[src/rtl/dmem_demux12.sv]
// Registered 1-to-2 data-memory request demultiplexer (RAM = target 0, MMIO = target 1).
// Optional target timeout is enabled by defining DMEM_DEMUX_TIMEOUT_EN.
module dmem_demux12 #(
    parameter int         DW             = 32,
    parameter int         AW             = 32,
    parameter logic [3:0] MMIO_NIBBLE    = 4'h1,
    parameter int         TIMEOUT_CYCLES = 16
) (
    input  logic            clk,
    input  logic            rst,
    // initiator side
    input  logic            m_req,
    input  logic            m_we,
    input  logic [AW-1:0]   m_addr,
    input  logic [DW-1:0]   m_wdata,
    input  logic [DW/8-1:0] m_be,
    output logic            m_gnt,
    output logic            m_rvalid,
    output logic [DW-1:0]   m_rdata,
    output logic            m_err,
    // target side
    output logic            s0_req,
    output logic            s1_req,
    output logic            s_we,
    output logic [AW-1:0]   s_addr,
    output logic [DW-1:0]   s_wdata,
    output logic [DW/8-1:0] s_be,
    input  logic            s0_gnt,
    input  logic            s1_gnt,
    input  logic            s0_rvalid,
    input  logic            s1_rvalid,
    input  logic [DW-1:0]   s0_rdata,
    input  logic [DW-1:0]   s1_rdata
);

    if (TIMEOUT_CYCLES < 1) begin : g_bad_timeout
        $error("dmem_demux12: TIMEOUT_CYCLES must be at least 1");
    end

    typedef enum logic [1:0] {
        IDLE = 2'd0,
        REQ  = 2'd1,
        RESP = 2'd2,
        DONE = 2'd3
    } state_e;

    state_e          state_q, state_d;
    logic            sel_q, sel_d;
    logic            s_we_q, s_we_d;
    logic [AW-1:0]   s_addr_q, s_addr_d;
    logic [DW-1:0]   s_wdata_q, s_wdata_d;
    logic [DW/8-1:0] s_be_q, s_be_d;
    logic [DW-1:0]   rdata_q, rdata_d;

    // Only the latched target is ever listened to; the other one is masked out here.
    logic          tgt_gnt;
    logic          tgt_rvalid;
    logic [DW-1:0] tgt_rdata;

    assign tgt_gnt    = sel_q ? s1_gnt    : s0_gnt;
    assign tgt_rvalid = sel_q ? s1_rvalid : s0_rvalid;
    assign tgt_rdata  = sel_q ? s1_rdata  : s0_rdata;

`ifdef DMEM_DEMUX_TIMEOUT_EN
    localparam int CW = $clog2(TIMEOUT_CYCLES + 1);

    logic [CW-1:0] cnt_q, cnt_d;
    logic          err_q, err_d;
    logic          waiting;

    assign waiting = (state_q == REQ) || (state_q == RESP);
`endif

    always_comb begin
        // NOTE: every signal assigned here gets a default first, so no path can infer a latch.
        state_d   = state_q;
        sel_d     = sel_q;
        s_we_d    = s_we_q;
        s_addr_d  = s_addr_q;
        s_wdata_d = s_wdata_q;
        s_be_d    = s_be_q;
        rdata_d   = rdata_q;

        unique case (state_q)
            IDLE: begin
                if (m_req) begin
                    s_we_d    = m_we;
                    s_addr_d  = m_addr;
                    s_wdata_d = m_wdata;
                    s_be_d    = m_be;
                    sel_d     = (m_addr[AW-1:AW-4] == MMIO_NIBBLE);
                    state_d   = REQ;
                end
            end
            REQ: begin
                if (tgt_gnt) begin
                    if (tgt_rvalid) begin
                        rdata_d = tgt_rdata;
                        state_d = DONE;
                    end else begin
                        state_d = RESP;
                    end
                end
            end
            RESP: begin
                if (tgt_rvalid) begin
                    rdata_d = tgt_rdata;
                    state_d = DONE;
                end
            end
            DONE: begin
                state_d = IDLE;
            end
            default: begin
                state_d = IDLE;
            end
        endcase

`ifdef DMEM_DEMUX_TIMEOUT_EN
        err_d = 1'b0;
        cnt_d = waiting ? cnt_q + CW'(1) : '0;
        // A response landing in the final cycle still wins over the timeout.
        if (waiting && (state_d != DONE) && (cnt_q == CW'(TIMEOUT_CYCLES - 1))) begin
            state_d = DONE;
            rdata_d = '0;
            err_d   = 1'b1;
        end
`endif
    end

    always_ff @(posedge clk) begin
        // NOTE: state is updated with non-blocking assignments so every register samples pre-edge values.
        if (rst) begin
            state_q   <= IDLE;
            sel_q     <= 1'b0;
            s_we_q    <= 1'b0;
            s_addr_q  <= '0;
            s_wdata_q <= '0;
            s_be_q    <= '0;
            rdata_q   <= '0;
        end else begin
            state_q   <= state_d;
            sel_q     <= sel_d;
            s_we_q    <= s_we_d;
            s_addr_q  <= s_addr_d;
            s_wdata_q <= s_wdata_d;
            s_be_q    <= s_be_d;
            rdata_q   <= rdata_d;
        end
    end

`ifdef DMEM_DEMUX_TIMEOUT_EN
    always_ff @(posedge clk) begin
        if (rst) begin
            cnt_q <= '0;
            err_q <= 1'b0;
        end else begin
            cnt_q <= cnt_d;
            err_q <= err_d;
        end
    end

    assign m_err = err_q;
`else
    assign m_err = 1'b0;
`endif

    // Grant is withheld during reset so a request is never accepted into an aborting cycle.
    assign m_gnt    = m_req && (state_q == IDLE) && !rst;
    assign m_rvalid = (state_q == DONE);
    assign m_rdata  = rdata_q;
    assign s0_req   = (state_q == REQ) && !sel_q;
    assign s1_req   = (state_q == REQ) && sel_q;
    assign s_we     = s_we_q;
    assign s_addr   = s_addr_q;
    assign s_wdata  = s_wdata_q;
    assign s_be     = s_be_q;

endmodule

[config.mk]
export PLATFORM = sky130hd
export DESIGN_NAME = dmem_demux12
export DESIGN_NICKNAME = d
export VERILOG_FILES = /design/src/rtl/dmem_demux12.sv
export SDC_FILE = /design/constraint.sdc
export NUM_CORES = 1
export LEC_CHECK = 0
export ABC_AREA = 1
export CAP_MARGIN = 30
export CORE_MARGIN = 5
export CORE_UTILIZATION = 41
export CTS_CLUSTER_DIAMETER = 100
export DETAILED_ROUTE_END_ITERATION = 12
export GPL_TIMING_DRIVEN = 0
export PLACE_DENSITY = 0.86
export SETUP_SLACK_MARGIN = 0.3
export SYNTH_ARGS = -nofsm -noshare
export SYNTH_HDL_FRONTEND = slang
export SYNTH_SLANG_ARGS = --single-unit
[constraint.sdc]
create_clock -name clk -period 4.4 [get_ports clk]
set_input_delay 0.88 -clock clk [delete_from_list [all_inputs] [get_ports clk]]
set_output_delay 0.88 -clock clk [all_outputs]
set_load 0.02 [all_outputs]
==> flow_summary_export.csv <==
group,metric,value,unit
outcome,status,"finished clean",
sta,period_share,0.7924,
clocking,insertion_delay,0.36,ns
floorplanning,ios,246,
synthesis,synth_top_family_by_area,"simple AND/OR/NAND/NOR gates",
finish,antennaDiodeCount,0,
hold_path,hold_class,"reg -> reg",
synthesis,syn_inst,552,
clocking,root_buffer,"clkbuf_8",
placement,place_congestion,0.8906,
power_and_ir_drop,cellPowerDensity,522.9,nW/um2
clocking,cts_hold_buffers,0,
synthesis,ys_types,21,
worst_setup_path,cpPeakStageDelay,0.61,ns
synthesis,async_flop_share,0,
worst_setup_path,critPathCaptureType,"output port",
power_and_ir_drop,leakagePower,2.738,nW
floorplanning,row_count,37,
synthesis,synth_mux_area_frac,0.07646,
floorplanning,die-width,111.1,um
routing,post_drt_wl_per_cell,14.56,um
grt,grt_use_total,0.2192,
clocking,clk_pin_slew,0.09,ns
finish,final_util,0.6860,
floorplanning,die_y,111.1,um
routing,ant_nets,0,
grt,grt_pass1_wl,22050,um
floorplanning,start_util,0.4132,
synthesis,syn_area,4189,um2
synthesis,synth_compound_area_frac,0.09050,
synthesis,seq_area_frac_synth,0.4970,
floorplanning,core,10140,um2
routing,drc_errors,0,
synthesis,synth_edf_count,0,
clocking,postCtsSetupBuffers,0,
sta,setup_violations,0,
worst_setup_path,cp_cell_sequence,"clkdlybuf4s50_1 > nand2_1 > clkbuf_1 > nor2_1 > clkdlybuf4s50_1",
sta,finalHoldViolCount,0,
synthesis,ys.warnings.count,0,
grt,antenna_found_initial,0,
synthesis,synth_seq_cells,104,
floorplanning,die_area,12340,um2
synthesis,synth-xor-area-share,0,
synthesis,netlist.area_leader.share,0.4970,
finish,drive_above_1_share,0.03580,
synthesis,synthTopCellsByCount,"200 x nor2_1, 104 x dfxtp_1, 77 x nand2_1",
synthesis,synth.most_common_cell,"nor2_1",
clocking,clockBufferDepth,2,
synthesis,synth_adder_area_share,0.01792,
worst_setup_path,cp-start-kind,"primary input",
worst_setup_path,slowest_stage,"clkdlybuf4s50_1",
finish,nets,953,
clocking,cts_resized,0,
grt,grt_max_degree,15,
placement,hpwlAfterDp,11300,um
grt,grt_pass1_vias,4531,
synthesis,syn_nets,698,
placement,pre_cts_ws,0.8869,ns
clocking,htree_levels,3,
synthesis,avgSynthCellArea,7.589,um2
sta,slew_violations,0,
synthesis,yosysTopAreaCell,"dfxtp_1",
routing,vias,4497,
synthesis,yosys.area_share.simple,0.2619,
clocking,cts_buffers,9,
routing,initialDrtViolationCount,153,
sta,fmax,286.8,MHz
power_and_ir_drop,peakVddDrop,0.2688,mV
worst_setup_path,arrival,2.61,ns
routing,drt-pass1-iter-count,4,
clocking,cts.sinks,104,
sta,fin_crit,3.486,ns
grt,grt_overflow_total,0,
synthesis,synthFlopType,"dfxtp_1",
routing,routed_wl,13780,um
placement,numPortBuffers,244,
synthesis,synth_area_leaders,"dfxtp_1 50%, nor2_1 18%, o21ai_0 8.1%, mux2i_1 7.6%, nand2_1 6.9%",
clocking,cts_tree,"done",
sta,fin_worst_skew,0.006717,ns
sta,timing.final.ws_setup,0.9135,ns
sta,tns,0,ns
worst_setup_path,worstPathRequired,3.52,ns
finish,syn2layout_area_growth,66.04,%
worst_setup_path,critPathMaxFanout,10,
worst_setup_path,crit_type,"in -> out",
routing,routed_via_density,4.754,
sta,hold-worst-slack,0.4695,ns
run,cap_violations,0,
worst_setup_path,crit_top_cell,"clkdlybuf4s50_1",
sta,rsz0062_at_grt,"false",
[report_power, final]
group	internal [mW]	switching, mW
clock	0.216	0.300
combinational	0.804	0.967
sequential	1.21	0.145
total	2.23	1.41
[metal layers]
| metal | GRT usage | routed length [um] | part of all wire |
|---|---|---|---|
| met1 | 0.2257 | 5092 | 0.37 |
| met2 | 0.3859 | 6755 | 0.49 |
| met3 | 0.09443 | 1509 | 0.11 |
| met4 | 0.09732 | 419 | 0.030 |
| met5 | 0 | 0 | 0 |
[cell families (layout without fill, tap and decap cells)]
group / count (synthesis) / in the layout
flip-flops: 104 / 104
adder cells (fa/ha/maj): 6 / 6
multiplexers: 32 / 32
buffers and inverters: 49 / 307
other: 1 / 1
AO/OA/AOI/OAI: 75 / 75
AND/OR/NAND/NOR: 285 / 285
[layout make-up]
class                           count  area, um2
Timing Repair Buffer              244       2442
Clock buffer                       13      148.9
Clock inverter                      1      5.005
Fill cell                         797       3183
Sequential cell                   104       2082
Multi-Input combinational cell    399       1876
Buffer                             36      182.7
Tap cell                          136      170.2
Inverter                           13      48.80
[worst paths after layout]
path,start,to,slack [ns],depth (start not counted)
worst max-delay path,m_req,m_gnt,0.91,5
worst min-delay path,s_addr[28]$_SDFFE_PP0P_,s_addr[28]$_SDFFE_PP0P_,0.47,2
worst max register to register,state_q[0]$_SDFFE_PP0P_,s_wdata[22]$_SDFFE_PP0P_,2.39,7
worst min register to register,s_addr[28]$_SDFFE_PP0P_,s_addr[28]$_SDFFE_PP0P_,0.47,2
[through the flow]
stage          instance area, um2  power [mW]  std cells
6_report                     6955       3.637        946
5_1_grt                      6955       3.884        946
4_1_cts                      6955       3.670        946
3_5_place_dp                 6802       3.159        932
3_3_place_gp                 6802       3.091        932
2_1_floorplan                4189       2.311        552
[critical path, delay by kind of cell]
kind | cells | cell delay (ns)
simple gates | 2 | 0.36
buf+inv | 3 | 1.36
[flip-flops by register name, summed over array words and instances (netlist names)]
name / flops
sel_q: 1
m_rdata: 32
s_we: 1
s_addr: 32
s_be: 4
s_wdata: 32
state_q: 2
[cell usage in the layout (no fill, tap or decap), types with 2 or more instances in the layout]
master / synthesis / layout
a21oi_1: 5 / 5
mux2i_1: 32 / 32
nand3_1: 5 / 5
ha_1: 6 / 6
buf_1: 3 / 3
clkbuf_1: 20 / 23
inv_2: 2 / 2
o21ai_0: 68 / 68
buf_6: 3 / 3
dfxtp_1: 104 / 104
nor2_1: 200 / 200
clkdlybuf4s50_1: 0 / 244
buf_2: 5 / 5
inv_1: 11 / 11
nand2_1: 77 / 77
clkbuf_8: 0 / 10
buf_4: 5 / 5
Power figures use the tool's default switching activity.
